--- src/rtl/mem_arbiter.sv ---
// Two-port memory arbiter: shares one memory port between instruction fetch and load/store.
// Define MEM_ARB_RR_EN for round-robin arbitration; default is fixed priority, data over instruction.
module mem_arbiter #(
    parameter int unsigned ADDR_W = 32,
    parameter int unsigned DATA_W = 32
) (
    input  logic                clk,
    input  logic                rstn_i,
    input  logic                flush_i,

    input  logic                i_req_i,
    input  logic [ADDR_W-1:0]   i_addr_i,
    output logic                i_gnt_o,
    output logic                i_rvalid_o,
    output logic [DATA_W-1:0]   i_rdata_o,

    input  logic                d_req_i,
    input  logic                d_we_i,
    input  logic [DATA_W/8-1:0] d_be_i,
    input  logic [ADDR_W-1:0]   d_addr_i,
    input  logic [DATA_W-1:0]   d_wdata_i,
    output logic                d_gnt_o,
    output logic                d_rvalid_o,
    output logic [DATA_W-1:0]   d_rdata_o,

    output logic                mem_en_o,
    output logic                mem_we_o,
    output logic [DATA_W/8-1:0] mem_be_o,
    output logic [ADDR_W-1:0]   mem_addr_o,
    output logic [DATA_W-1:0]   mem_wdata_o,
    input  logic                mem_ready_i,
    input  logic                mem_rvalid_i,
    input  logic [DATA_W-1:0]   mem_rdata_i
);

    typedef enum logic {
        ST_IDLE,
        ST_WAIT
    } state_t;

    state_t state_q, state_d;
    logic   owner_d_q, owner_d_n;   // 1: outstanding transaction belongs to the data port
    logic   drop_q, drop_n;

    logic   issue_ok;
    logic   pick_d;
    logic   pick_i;
    logic   grant;
    logic   resp;

`ifdef MEM_ARB_RR_EN
    logic   fav_i_q;                // 1: instruction port wins a tie

    always_ff @(posedge clk or negedge rstn_i) begin
        if (!rstn_i) begin
            fav_i_q <= 1'b1;
        end else if (grant) begin
            fav_i_q <= pick_d;
        end
    end

    assign pick_d = d_req_i && (!i_req_i || !fav_i_q);
`else
    assign pick_d = d_req_i;
`endif

    assign pick_i    = i_req_i && !pick_d;
    assign i_rdata_o = mem_rdata_i;
    assign d_rdata_o = mem_rdata_i;

    always_ff @(posedge clk or negedge rstn_i) begin
        if (!rstn_i) begin
            state_q   <= ST_IDLE;
            owner_d_q <= 1'b0;
            drop_q    <= 1'b0;
        end else begin
            state_q   <= state_d;
            owner_d_q <= owner_d_n;
            drop_q    <= drop_n;
        end
    end

    always_comb begin
        state_d     = state_q;
        owner_d_n   = owner_d_q;
        drop_n      = drop_q;
        mem_en_o    = 1'b0;
        mem_we_o    = 1'b0;
        mem_be_o    = '0;
        mem_addr_o  = '0;
        mem_wdata_o = '0;
        i_gnt_o     = 1'b0;
        d_gnt_o     = 1'b0;
        i_rvalid_o  = 1'b0;
        d_rvalid_o  = 1'b0;

        // A slot is free when idle, or when the outstanding response returns this cycle.
        issue_ok = rstn_i && ((state_q == ST_IDLE) || mem_rvalid_i);
        resp     = (state_q == ST_WAIT) && mem_rvalid_i;

        if (issue_ok && pick_d) begin
            mem_en_o    = 1'b1;
            mem_we_o    = d_we_i;
            mem_be_o    = d_be_i;
            mem_addr_o  = d_addr_i;
            mem_wdata_o = d_wdata_i;
        end else if (issue_ok && pick_i) begin
            mem_en_o    = 1'b1;
            mem_be_o    = '1;
            mem_addr_o  = i_addr_i;
        end

        grant   = mem_en_o && mem_ready_i;
        d_gnt_o = grant && pick_d;
        i_gnt_o = grant && pick_i;

        if (resp) begin
            d_rvalid_o = owner_d_q;
            i_rvalid_o = !owner_d_q && !drop_q && !flush_i;
        end

        if (grant) begin
            state_d   = ST_WAIT;
            owner_d_n = pick_d;
            drop_n    = pick_i && flush_i;
        end else if (resp) begin
            state_d   = ST_IDLE;
            drop_n    = 1'b0;
        end else if ((state_q == ST_WAIT) && !owner_d_q && flush_i) begin
            drop_n    = 1'b1;
        end
    end

endmodule

--- config.mk ---
export PLATFORM = sky130hd
export DESIGN_NAME = mem_arbiter
export DESIGN_NICKNAME = d
export VERILOG_FILES = /design/src/rtl/mem_arbiter.sv
export SDC_FILE = /design/constraint.sdc
export NUM_CORES = 1
export LEC_CHECK = 0
export ABC_AREA = 1
export CAP_MARGIN = 30
export CORE_AREA = 2 2 107 109
export CTS_CLUSTER_DIAMETER = 60
export CTS_CLUSTER_SIZE = 24
export DETAILED_ROUTE_END_ITERATION = 16
export DIE_AREA = 0 0 109 111
export PLACE_DENSITY = 0.58
export SYNTH_ARGS = -nofsm -noshare
export SYNTH_HDL_FRONTEND = slang
export SYNTH_SLANG_ARGS = --single-unit
--- constraint.sdc ---
create_clock -name clk -period 3.65 [get_ports clk]
set_input_delay 1.095 -clock clk [delete_from_list [all_inputs] [get_ports clk]]
set_output_delay 1.095 -clock clk [all_outputs]
set_load 0.02 [all_outputs]
==> impl_table.tex, run 1 <==
\begin{tabular}{lr}
\hline
Metric & Value \\
\hline
\multicolumn{2}{l}{\textbf{Run status}} \\
\quad Result of the run & completed \\
\multicolumn{2}{l}{\textbf{Power and ir drop}} \\
\quad Relative contribution of the clock network to total power & 29.6\% \\
\quad Power dissipated by switching net loads & 0.200 mW \\
\quad Internal power of the cells & 0.381 mW \\
\quad Leakage & about 1.7 nW \\
\quad Total Power & slightly below 0.6 mW \\
\quad Peak supply drop & 0.000130 V \\
\quad Sequential share of power & 7.5\% \\
\quad Share of power burned in combinational logic & 62.9\% \\
\quad Power per standard cell area & $\sim$190 nW/um2 \\
\quad Net Sw Frac & 34.4\% \\
\multicolumn{2}{l}{\textbf{Synth}} \\
\quad Total standard cell area after synthesis & 1540 um2 \\
\quad Total of warnings raised by yosys & 0 \\
\quad Number of instances in the synthesized netlist & 283 \\
\quad Async set-reset flop share out of synthesis & 100\% \\
\quad Net count of the mapped netlist & 423 \\
\quad Library cells used by synthesis & 17 \\
\quad Count of flip-flops with a built-in enable after synthesis & 0 \\
\quad Sequential area share after synthesis & under 10\% \\
\quad Commonest register cell after synthesis & sky130\_fd\_sc\_hd\_\_dfrtp\_1 \\
\quad Post-Syn Area per Cell & 5.45 um2 \\
\quad Register bit total from synthesis & 3 \\
\multicolumn{2}{l}{\textbf{Clock tree}} \\
\quad Buffer levels on the longest clock path & 2 \\
\quad Clock latency on the worst-skew pair & 0.22 ns \\
\quad Number of buffers created by CTS & 3 \\
\quad Clock tree from TritonCTS & built \\
\quad Register clock-pin slew on the reported worst setup and hold paths & 0.03 ns \\
\quad Cell at the root of the clock tree & sky130\_fd\_sc\_hd\_\_clkbuf\_16 \\
\quad Max H-tree Level & 1 \\
\quad Clk sinks & 3 \\
\multicolumn{2}{l}{\textbf{Timing}} \\
\quad RSZ-0062 raised after global routing & no \\
\quad Final clock period utilization by the worst path & 98.1\% \\
\quad Slew @ Worst Pin & 0.232 ns \\
\quad Final period demand of the worst path & about 3.6 ns \\
\quad Highest clock rate & 0.279 GHz \\
\quad Slew Limit Fails & 0 \\
\quad Final hold violation count & 0 \\
\quad Clock Skews & 0.00000688 ns \\
\quad Worst rel slew slack & $\sim$84\% \\
\quad Final setup violation count & 0 \\
\multicolumn{2}{l}{\textbf{Global routing}} \\
\quad Met3 Usage GRT & under 10\% \\
\quad Overall Global Routing Usage & 9.89\% \\
\quad Pin count of the biggest net entering global routing & 35 \\
\quad Via count of the first global-routing pass & 2137 \\
\quad Wire length of the first global-routing pass & between 9000 and 10000 um \\
\quad Global-route layer with the greatest usage & met2 \\
\quad Initial antenna violation count & 0 \\
\quad Grt met1 use & 9.22\% \\
\quad Gr ovfl total & 0 \\
\quad Routing usage on met2 & $\sim$18\% \\
\multicolumn{2}{l}{\textbf{Worst hold path}} \\
\quad Worst Hold Launch & owner\_d\_q\$\_DFFE\_PN0P\_ \\
\quad Kind of path behind the tightest hold check & reg2reg \\
\multicolumn{2}{l}{\textbf{Floorplanning}} \\
\quad Area of the core & $\sim$11000 um2 \\
\quad Floorplan die height & approximately 110 um \\
\quad Die width & 109 um \\
\quad Initial Util & $\sim$14\% \\
\quad Row Count & 39 \\
\quad Die area & 12100 um2 \\
\quad Number of top-level pins & 278 \\
\multicolumn{2}{l}{\textbf{Placed design}} \\
\quad Placement-stage cell area & 3140 um2 \\
\quad Placer congestion estimate & 0.748 \\
\quad Buffers added on ports & $\sim$180 \\
\quad DP HPWL & 5060 um \\
\multicolumn{2}{l}{\textbf{Worst setup path}} \\
\quad Required time at the endpoint of the critical path & 2.55 ns \\
\quad Longest individual stage delay on the worst path & 0.49 ns \\
\quad Cell breakdown of the critical path & clkdlybuf4s50\_1 -> buf\_4 -> nand3\_2 -> buf\_12 -> o21ai\_0 -> dlygate4sd2\_1 \\
\quad Path type of the worst setup path & in2out \\
\quad Critical path startpoint & rstn\_i \\
\quad Worst-path cell with the longest stage delay & sky130\_fd\_sc\_hd\_\_clkdlybuf4s50\_1 \\
\quad Highest net fanout along the worst path & 34 \\
\quad CP endpoint kind & output port \\
\quad Startpoint type of the worst setup path & primary input \\
\quad Worst Path Arrival & $\sim$2.5 ns \\
\quad Startpoint of the lowest-slack register-to-register path & state\_q\$\_DFFE\_PN0P\_ \\
\multicolumn{2}{l}{\textbf{Final layout}} \\
\quad Top library cells by usage in the layout, fill and taps aside & sky130\_fd\_sc\_hd\_\_clkdlybuf4s50\_1, sky130\_fd\_sc\_hd\_\_nand3\_1, sky130\_fd\_sc\_hd\_\_inv\_1, sky130\_fd\_sc\_hd\_\_nand2\_1, sky130\_fd\_sc\_hd\_\_nor2\_1 \\
\quad Finished layout cell area & $\sim$3100 um2 \\
\quad Total inserted antenna cells & 0 \\
\quad Net count reported at finish & 551 \\
\quad Post-synthesis to final-layout area growth & 101\% \\
\quad Leading cell type in the layout, fill and taps excluded & sky130\_fd\_sc\_hd\_\_clkdlybuf4s50\_1 \\
\quad Fraction of final layout cells with drive strength greater than 1 & 19.0\% \\
\multicolumn{2}{l}{\textbf{Drt}} \\
\quad Via count & 2148 \\
\quad Number of iterations in the first detailed-routing pass & 4 \\
\quad DRC & 0 \\
\quad Post-route antenna net violation count & 0 \\
\quad Routed length per instance & 11.9 um \\
\quad Iter 0 DRT Violations & 66 \\
\quad Wirelength, routed & 6570 um \\
\quad Routed vias/inst & 3.88 \\
\multicolumn{2}{l}{\textbf{Job}} \\
\quad Count of maximum capacitance violations & 0 \\
\hline
\end{tabular}
==> final timing paths <==
| check | to | slack [ns] | cells past startpoint |
|---|---|---|---|
| setup / recovery | mem_be_o[2] | 0.07 | 6 |
| hold / removal | owner_d_q$_DFFE_PN0P_ | 0.60 | 2 |
| setup reg to reg | drop_q$_DFFE_PN0P_ | 2.22 | 9 |
| hold reg to reg | owner_d_q$_DFFE_PN0P_ | 0.60 | 2 |
| max in group asynchronous | owner_d_q$_DFFE_PN0P_ | 2.26 | 3 |
| min in group asynchronous | state_q$_DFFE_PN0P_ | 1.29 | 3 |
==> synthesized netlist by cell type, types with 2 or more instances <==
cell type	number	area, um2
sky130_fd_sc_hd__nand2_1	41	154
sky130_fd_sc_hd__buf_6	5	56.3
sky130_fd_sc_hd__inv_1	44	165
sky130_fd_sc_hd__nor2_1	36	135
sky130_fd_sc_hd__nand3_2	2	20.0
sky130_fd_sc_hd__dfrtp_1	3	75.1
sky130_fd_sc_hd__o21ai_0	4	20.0
sky130_fd_sc_hd__nand3_1	66	330
sky130_fd_sc_hd__buf_2	8	40.0
sky130_fd_sc_hd__buf_4	66	495
sky130_fd_sc_hd__buf_1	2	7.51
==> power by group through the flow <==
stage                     Sequential [mW]  Combinational [mW]  Clock, mW
after floorplan                    0.0423               0.252          0
after global placement             0.0433               0.378          0
after detailed placement           0.0438               0.379          0
after CTS                          0.0435               0.376      0.175
after global routing               0.0447               0.395      0.180
final                              0.0436               0.366      0.172
==> layout make-up <==
class | count | area [um2]
well taps | 143 | 179
repair buffers | 205 | 1900
multi-input cells | 154 | 707
clock buffers | 4 | 78.8
fillers | 1238 | 7970
flip-flops and latches | 3 | 75.1
inverters | 44 | 165
==> through the flow <==
stage | utilization, % | setup WS [ns] | cells | TNS (ns) | hold slack, ns
CTS | 29.1 | -0.0865 | 552 | -0.0865 | 0.596
global route | 28.0 | 0.0239 | 553 | 0 | 0.671
floorplan | - | 0.528 | 283 | 0 | 0.527
global placement | 28.3 | -0.360 | 545 | -18.72 | 0.576
finish | 28.0 | 0.0695 | 553 | 0 | 0.598
detailed placement | 28.3 | -0.361 | 545 | -18.67 | 0.585
==> state kept, by name, indices dropped and copies added (netlist names) <==
name and flops:
state_q 1, owner_d_q 1, drop_q 1
==> cell families (layout without fill, tap and decap cells) <==
group,Yosys count,in the layout,share of synthesized area [%]
buf+inv,126,253,49.8
flops,3,3,4.87
compound gates,7,7,2.76
simple gates,147,147,42.6
==> critical path: cells and delay by family <==
kind | cells | cell delay [ns]
AO/OA/AOI/OAI | 1 | 0.15
buffers and inverters | 4 | 1.14
AND/OR/NAND/NOR | 1 | 0.09
==> per-layer routing <==
metal / routed length [um] / vias to the layer above
li1: - / 1059
met1: 2260 / 931
met2: 3250 / 121
met3: 712 / 37
met4: 349 / 0
met5: 0 / -
==> timing repair <==
item	CTS	global route
hold endpoints to repair	0	0
buffers inserted	1	0
setup endpoints to repair	72	60
gates cloned	2	1
resized for setup	166	37
hold buffers	0	0
Power figures use the tool's default switching activity.
==> inputs of run 2 (changes only) <==
--- a/config.mk
+++ b/config.mk
@@ -7,12 +7,14 @@
 export LEC_CHECK = 0
 export ABC_AREA = 1
 export CAP_MARGIN = 30
-export CORE_AREA = 2 2 107 109
+export CELL_PAD_IN_SITES_DETAIL_PLACEMENT = 1
+export CELL_PAD_IN_SITES_GLOBAL_PLACEMENT = 2
+export CORE_AREA = 2 2 128 130
 export CTS_CLUSTER_DIAMETER = 60
 export CTS_CLUSTER_SIZE = 24
 export DETAILED_ROUTE_END_ITERATION = 16
-export DIE_AREA = 0 0 109 111
-export PLACE_DENSITY = 0.58
+export DIE_AREA = 0 0 130 132
+export PLACE_DENSITY = 0.95
 export SYNTH_ARGS = -nofsm -noshare
 export SYNTH_HDL_FRONTEND = slang
 export SYNTH_SLANG_ARGS = --single-unit
==> run 2 against run 1 <==
  * Flip-flop and latch count is the same
  * Utilization shrank 8.1 points
  * Via count grew 1.4%
  * First-iteration DRC count grew 36%
  * Maximum frequency shrank 0.68%
  * Worst hold slack lost 0.012 ns
  * Die area grew 42%
  * Routed wire length grew 19%
  * Critical path type unchanged
==> impl_table.tex, run 2 (synthesis gave the netlist of run 1 again) <==
\begin{tabular}{lr}
\hline
Metric & Value \\
\hline
\multicolumn{2}{l}{\textbf{Final layout}} \\
\quad Total inserted antenna cells & 0 \\
\quad Largest registers & drop\_q x1, owner\_d\_q x1, state\_q x1 \\
\quad Post-synthesis to final-layout area growth & 103\% \\
\quad Leading cell type in the layout, fill and taps excluded & sky130\_fd\_sc\_hd\_\_clkdlybuf4s50\_1 \\
\quad Top library cells by usage in the layout, fill and taps aside & sky130\_fd\_sc\_hd\_\_clkdlybuf4s50\_1, sky130\_fd\_sc\_hd\_\_nand3\_1, sky130\_fd\_sc\_hd\_\_inv\_1, sky130\_fd\_sc\_hd\_\_nand2\_1, sky130\_fd\_sc\_hd\_\_nor2\_1 \\
\quad Fraction of final layout cells with drive strength greater than 1 & 22.4\% \\
\quad Number of non-filler instances in the completed layout & 626 \\
\quad Net count reported at finish & 551 \\
\multicolumn{2}{l}{\textbf{Clock tree}} \\
\quad Clock tree from TritonCTS & built \\
\quad Clk sinks & 3 \\
\quad Number of buffers created by CTS & 3 \\
\quad Cell at the root of the clock tree & sky130\_fd\_sc\_hd\_\_clkbuf\_16 \\
\quad Register clock-pin slew on the reported worst setup and hold paths & 0.03 ns \\
\quad Clock latency on the worst-skew pair & 0.22 ns \\
\quad Max H-tree Level & 1 \\
\quad Buffer levels on the longest clock path & 2 \\
\multicolumn{2}{l}{\textbf{Floorplanning}} \\
\quad Row Count & 46 \\
\quad Number of top-level pins & $\sim$280 \\
\quad Die area & 17200 um2 \\
\quad Area of the core & about 16000 um2 \\
\quad Die width & 130 um \\
\quad Initial Util & 9.82\% \\
\quad Floorplan die height & 132 um \\
\multicolumn{2}{l}{\textbf{Power and ir drop}} \\
\quad Power per standard cell area & 187 nW/um2 \\
\quad Peak supply drop & 0.0000789 V \\
\quad Total Power & 0.585 mW \\
\quad Leakage & $\sim$1.6 nW \\
\multicolumn{2}{l}{\textbf{Drt}} \\
\quad Routed length per instance & about 13 um \\
\quad DRC & 0 \\
\quad Routed vias/inst & 3.48 \\
\quad Wirelength, routed & 7850 um \\
\quad Number of iterations in the first detailed-routing pass & 4 \\
\quad Post-route antenna net violation count & 0 \\
\quad Via count & 2179 \\
\quad Iter 0 DRT Violations & 90 \\
\multicolumn{2}{l}{\textbf{Placed design}} \\
\quad DP HPWL & 6300 um \\
\quad Post-Place Cells & 615 \\
\quad Buffers added on ports & 181 \\
\quad Placer congestion estimate & about 0.73 \\
\multicolumn{2}{l}{\textbf{Timing}} \\
\quad Worst rel slew slack & 83.8\% \\
\quad Clock Skews & 0.00155 ns \\
\quad Highest clock rate & 0.277 GHz \\
\quad Total Negative Setup Slacks & 0 ns \\
\quad Final hold violation count & 0 \\
\quad Slew Limit Fails & 0 \\
\quad Fin Hold WS & about 0.59 ns \\
\quad Final period demand of the worst path & 3.60 ns \\
\quad Slew @ Worst Pin & 0.242 ns \\
\quad RSZ-0062 raised after global routing & yes \\
\quad Final setup violation count & 0 \\
\quad Final clock period utilization by the worst path & 98.8\% \\
\multicolumn{2}{l}{\textbf{Worst setup path}} \\
\quad Longest individual stage delay on the worst path & 0.49 ns \\
\quad Cell breakdown of the critical path & clkdlybuf4s50\_1 -> inv\_1 -> nand2\_1 -> nand3\_2 -> buf\_12 -> nor2\_1 -> dlygate4sd2\_1 \\
\quad Path type of the worst setup path & in2out \\
\quad Buffering stage count on the worst path with inverters included & 4 \\
\quad Worst-path cell with the longest stage delay & sky130\_fd\_sc\_hd\_\_clkdlybuf4s50\_1 \\
\quad Required time at the endpoint of the critical path & about 2.6 ns \\
\quad Startpoint type of the worst setup path & primary input \\
\quad Highest net fanout along the worst path & 39 \\
\quad CP endpoint kind & output port \\
\quad Worst Path Arrival & 2.51 ns \\
\quad Cell family contributing the most delay on the critical path & buffers and inverters \\
\multicolumn{2}{l}{\textbf{Global routing}} \\
\quad Initial antenna violation count & 0 \\
\quad Overall Global Routing Usage & under 10\% \\
\quad Via count of the first global-routing pass & 2205 \\
\quad Wire length of the first global-routing pass & 11900 um \\
\quad Gr ovfl total & 0 \\
\quad Pin count of the biggest net entering global routing & 40 \\
\multicolumn{2}{l}{\textbf{Job}} \\
\quad Count of maximum capacitance violations & 0 \\
\multicolumn{2}{l}{\textbf{Run status}} \\
\quad Result of the run & completed \\
\multicolumn{2}{l}{\textbf{Worst hold path}} \\
\quad Kind of path behind the tightest hold check & reg2reg \\
\hline
\end{tabular}
## run 2: cell count changes in the layout (fill, tap and decap cells not counted), moves of 6 or more
| cell | delta |
|---|---|
| sky130_fd_sc_hd__buf_6 | +6 |
| sky130_fd_sc_hd__clkdlybuf4s15_2 | -6 |
| sky130_fd_sc_hd__buf_2 | -8 |
| sky130_fd_sc_hd__buf_4 | +10 |
| sky130_fd_sc_hd__clkbuf_2 | +15 |
| sky130_fd_sc_hd__dlygate4sd2_1 | -24 |
| sky130_fd_sc_hd__clkdlybuf4s15_1 | +10 |
## run 2: timing repair
| item | CTS | global route |
|---|---|---|
| cloned | 1 | 1 |
| buffers inserted | 6 | 1 |
| pin swaps | 2 | 2 |
| gates resized for setup | 182 | 81 |
| hold buffers | 0 | 0 |
| setup endpoints to repair | 72 | 67 |
## run 2: worst paths after layout
path | startpoint | end | slack [ns] | cells past startpoint
max | mem_rvalid_i | mem_wdata_o[9] | 0.05 | 7
min | owner_d_q$_DFFE_PN0P_ | owner_d_q$_DFFE_PN0P_ | 0.59 | 2
max reg2reg | state_q$_DFFE_PN0P_ | drop_q$_DFFE_PN0P_ | 2.27 | 8
min reg2reg | owner_d_q$_DFFE_PN0P_ | owner_d_q$_DFFE_PN0P_ | 0.59 | 2
max in group asynchronous | rstn_i | drop_q$_DFFE_PN0P_ | 2.35 | 2
min in group asynchronous | rstn_i | owner_d_q$_DFFE_PN0P_ | 1.18 | 2
## run 2: per-layer routing
metal	global-route usage [%]	share of wire (%)	vias up
li1	-	-	1061
met1	8.95	36	987
met2	16.5	54	100
met3	1.66	7.5	31
met4	3.46	2.8	0
met5	0	0	-
## run 2: power breakdown
part	internal [mW]	switching, mW
logic	0.194	0.173
registers	0.0391	0.00456
clock network	0.144	0.0310
total	0.377	0.208
## run 2: metrics by stage
stage / util [%] / instance area (um2) / worst slack, ns
final: 19.9 / 3130 / 0.0451
after global routing: 19.9 / 3130 / -0.00702
after CTS: 20.5 / 3220 / 0.000609
after detailed placement: 20.4 / 3200 / -0.407
after global placement: 20.4 / 3200 / -0.362
after floorplan: - / 1540 / 0.528
## run 2: tightest hold or removal path: stages (launching register included)
cell and delay, ns:
sky130_fd_sc_hd__dfrtp_1 0.33, sky130_fd_sc_hd__inv_1 0.07, sky130_fd_sc_hd__o22ai_1 0.13
## run 2: area by class of cell
type	instances	area, um2
Clock buffer	4	78.8
Fill cell	1972	12600
Inverter	44	165
Multi-Input combinational cell	154	717
Sequential cell	3	75.1
Tap cell	216	270
Timing Repair Buffer	205	1820
==> inputs of run 3 (changes only) <==
--- a/config.mk
+++ b/config.mk
@@ -10,6 +10,7 @@
 export CELL_PAD_IN_SITES_DETAIL_PLACEMENT = 1
 export CELL_PAD_IN_SITES_GLOBAL_PLACEMENT = 2
 export CORE_AREA = 2 2 128 130
+export CTS_BUF_LIST = sky130_fd_sc_hd__clkbuf_8
 export CTS_CLUSTER_DIAMETER = 60
 export CTS_CLUSTER_SIZE = 24
 export DETAILED_ROUTE_END_ITERATION = 16
==> run 3 against run 2 <==
  * Critical path type unchanged
  * Utilization increased by 0.24 points
  * Routed wire length up 1.1%
  * Maximum frequency about the same
  * Worst hold slack improved by 0.0047 ns
  * Cell area increased by 1.2%
  * Die area unchanged
  * Global-route usage decreased by 0.14 points
  * Sequential share of layout area about the same
  * Combinational power rose by 2%
  * Critical path depth unchanged
  * Critical endpoint unchanged
==> impl_table.tex, run 3 (synthesis gave the netlist of run 1 again) <==
\begin{tabular}{lr}
\hline
Metric & Value \\
\hline
\multicolumn{2}{l}{\textbf{Job}} \\
\quad Count of maximum capacitance violations & 0 \\
\multicolumn{2}{l}{\textbf{Timing}} \\
\quad Final period demand of the worst path & about 3.6 ns \\
\quad Clock Skews & 0.00195 ns \\
\quad Final hold violation count & 0 \\
\quad Worst rel slew slack & between 80\% and 90\% \\
\quad Slew Limit Fails & 0 \\
\quad Final worst slack & 0.0452 ns \\
\quad Highest clock rate & 0.277 GHz \\
\quad Final clock period utilization by the worst path & 98.8\% \\
\quad RSZ-0062 raised after global routing & yes \\
\quad Final setup violation count & 0 \\
\quad Slew @ Worst Pin & 0.248 ns \\
\multicolumn{2}{l}{\textbf{Placed design}} \\
\quad Placer congestion estimate & 0.727 \\
\quad Buffers added on ports & 181 \\
\quad Placement-stage cell area & approximately 3200 um2 \\
\quad DP Worst Slack & -0.407 ns \\
\quad DP HPWL & 6300 um \\
\multicolumn{2}{l}{\textbf{Drt}} \\
\quad Routed length per instance & 12.6 um \\
\quad Via count & 2180 \\
\quad Number of iterations in the first detailed-routing pass & 4 \\
\quad Wirelength, routed & 7930 um \\
\quad Routed vias/inst & between 3 and 4 \\
\quad DRC & 0 \\
\quad Post-route antenna net violation count & 0 \\
\quad Iter 0 DRT Violations & 77 \\
\multicolumn{2}{l}{\textbf{Clock tree}} \\
\quad Clk sinks & 3 \\
\quad Clock tree from TritonCTS & built \\
\quad Buffer levels on the longest clock path & 2 \\
\quad Max H-tree Level & 1 \\
\quad Clock latency on the worst-skew pair & 0.22 ns \\
\quad Cell at the root of the clock tree & sky130\_fd\_sc\_hd\_\_clkbuf\_8 \\
\quad Post-CTS Hold Fix Bufs & 0 \\
\quad Number of buffers created by CTS & 3 \\
\quad Register clock-pin slew on the reported worst setup and hold paths & 0.03 ns \\
\multicolumn{2}{l}{\textbf{Worst setup path}} \\
\quad Startpoint type of the worst setup path & primary input \\
\quad Highest net fanout along the worst path & 39 \\
\quad Worst Path Arrival & 2.51 ns \\
\quad Required time at the endpoint of the critical path & 2.55 ns \\
\quad Path type of the worst setup path & in2out \\
\quad CP endpoint kind & output port \\
\multicolumn{2}{l}{\textbf{Final layout}} \\
\quad Fraction of final layout cells with drive strength greater than 1 & 21.5\% \\
\quad Total inserted antenna cells & 0 \\
\quad Top library cells by usage in the layout, fill and taps aside & sky130\_fd\_sc\_hd\_\_clkdlybuf4s50\_1, sky130\_fd\_sc\_hd\_\_nand3\_1, sky130\_fd\_sc\_hd\_\_inv\_1, sky130\_fd\_sc\_hd\_\_nand2\_1, sky130\_fd\_sc\_hd\_\_nor2\_1 \\
\quad Largest registers & drop\_q x1, owner\_d\_q x1, state\_q x1 \\
\quad Filler instances & 1974 \\
\quad Net count reported at finish & between 500 and 600 \\
\quad Finished layout cell area & about 3200 um2 \\
\quad Leading cell type in the layout, fill and taps excluded & sky130\_fd\_sc\_hd\_\_clkdlybuf4s50\_1 \\
\quad Post-synthesis to final-layout area growth & 105\% \\
\multicolumn{2}{l}{\textbf{Power and ir drop}} \\
\quad Leakage & 1.65 nW \\
\quad Total Power & between 0.5 and 0.6 mW \\
\quad Power per standard cell area & 162 nW/um2 \\
\quad Peak supply drop & 0.0000617 V \\
\multicolumn{2}{l}{\textbf{Global routing}} \\
\quad Pin count of the biggest net entering global routing & 40 \\
\quad Via count of the first global-routing pass & 2193 \\
\quad Gr ovfl total & 0 \\
\quad Overall Global Routing Usage & 8.45\% \\
\quad Initial antenna violation count & 0 \\
\quad Wire length of the first global-routing pass & 11800 um \\
\multicolumn{2}{l}{\textbf{Floorplanning}} \\
\quad Floorplan die height & $\sim$130 um \\
\quad Area of the core & around 16000 um2 \\
\quad Initial Util & 9.82\% \\
\quad Die area & between 15000 and 20000 um2 \\
\quad Number of top-level pins & 278 \\
\quad Die width & between 100 and 150 um \\
\quad Row Count & 46 \\
\multicolumn{2}{l}{\textbf{Run status}} \\
\quad Result of the run & completed \\
\multicolumn{2}{l}{\textbf{Worst hold path}} \\
\quad Kind of path behind the tightest hold check & reg2reg \\
\hline
\end{tabular}
## run 3: metal layers
metal / global-route usage [%] / wire (um) / vias up
li1: - / - / 1065
met1: 8.95 / 2860 / 988
met2: 16.3 / 4300 / 98
met3: 1.42 / 581 / 29
met4: 3.11 / 188 / 0
met5: 0 / 0 / -
## run 3: critical path, cell delays in order
cell and delay, ns:
sky130_fd_sc_hd__clkdlybuf4s50_1 0.49, sky130_fd_sc_hd__inv_1 0.08, sky130_fd_sc_hd__nand2_1 0.12, sky130_fd_sc_hd__nand3_2 0.10
sky130_fd_sc_hd__buf_12 0.18, sky130_fd_sc_hd__nor2_1 0.09, sky130_fd_sc_hd__dlygate4sd2_1 0.34
## run 3: per-stage QoR
step                util (%)  TNS [ns]  hold WS, ns  instances
global placement        20.4    -18.42        0.549        615
floorplan                  -         0        0.527        283
finish                  20.1         0        0.591        629
detailed placement      20.4    -21.13        0.587        615
global route            20.1  -0.00236        0.607        629
CTS                     20.3         0        0.594        626
## run 3: cell type report
cell class | instances | area [um2] | area share, %
Clock buffer | 3 | 41.3 | 1.30
Clock inverter | 1 | 3.75 | 0.119
Inverter | 44 | 165 | 5.22
Multi-Input combinational cell | 154 | 717 | 22.7
Sequential cell | 3 | 75.1 | 2.37
Tap cell | 216 | 270 | 8.54
Timing Repair Buffer | 208 | 1890 | 59.8
## run 3: power breakdown
part	leakage, nW	internal [mW]	switching, mW
Combinational	1.58	0.201	0.175
Clock	0.0269	0.0716	0.0223
Sequential	0.0354	0.0391	0.00460
## run 3: timing repair
| action | CTS | global route |
|---|---|---|
| pin swaps | 2 | 2 |
| endpoints found under the setup margin | 72 | 62 |
| buffers inserted | 6 | 2 |
| gates cloned | 1 | 2 |
| endpoints found under the hold margin | 0 | 0 |
| gates resized for setup | 182 | 66 |
## run 3: path summary, 6_finish.rpt
| kind | startpoint | end | slack [ns] | cells past startpoint |
|---|---|---|---|---|
| min in group asynchronous | rstn_i | owner_d_q$_DFFE_PN0P_ | 1.19 | 2 |
| max reg2reg | state_q$_DFFE_PN0P_ | drop_q$_DFFE_PN0P_ | 2.27 | 8 |
| min reg2reg | owner_d_q$_DFFE_PN0P_ | owner_d_q$_DFFE_PN0P_ | 0.59 | 2 |
| max in group asynchronous | rstn_i | drop_q$_DFFE_PN0P_ | 2.34 | 2 |
| max | mem_rvalid_i | mem_wdata_o[9] | 0.05 | 7 |
| min | owner_d_q$_DFFE_PN0P_ | owner_d_q$_DFFE_PN0P_ | 0.59 | 2 |
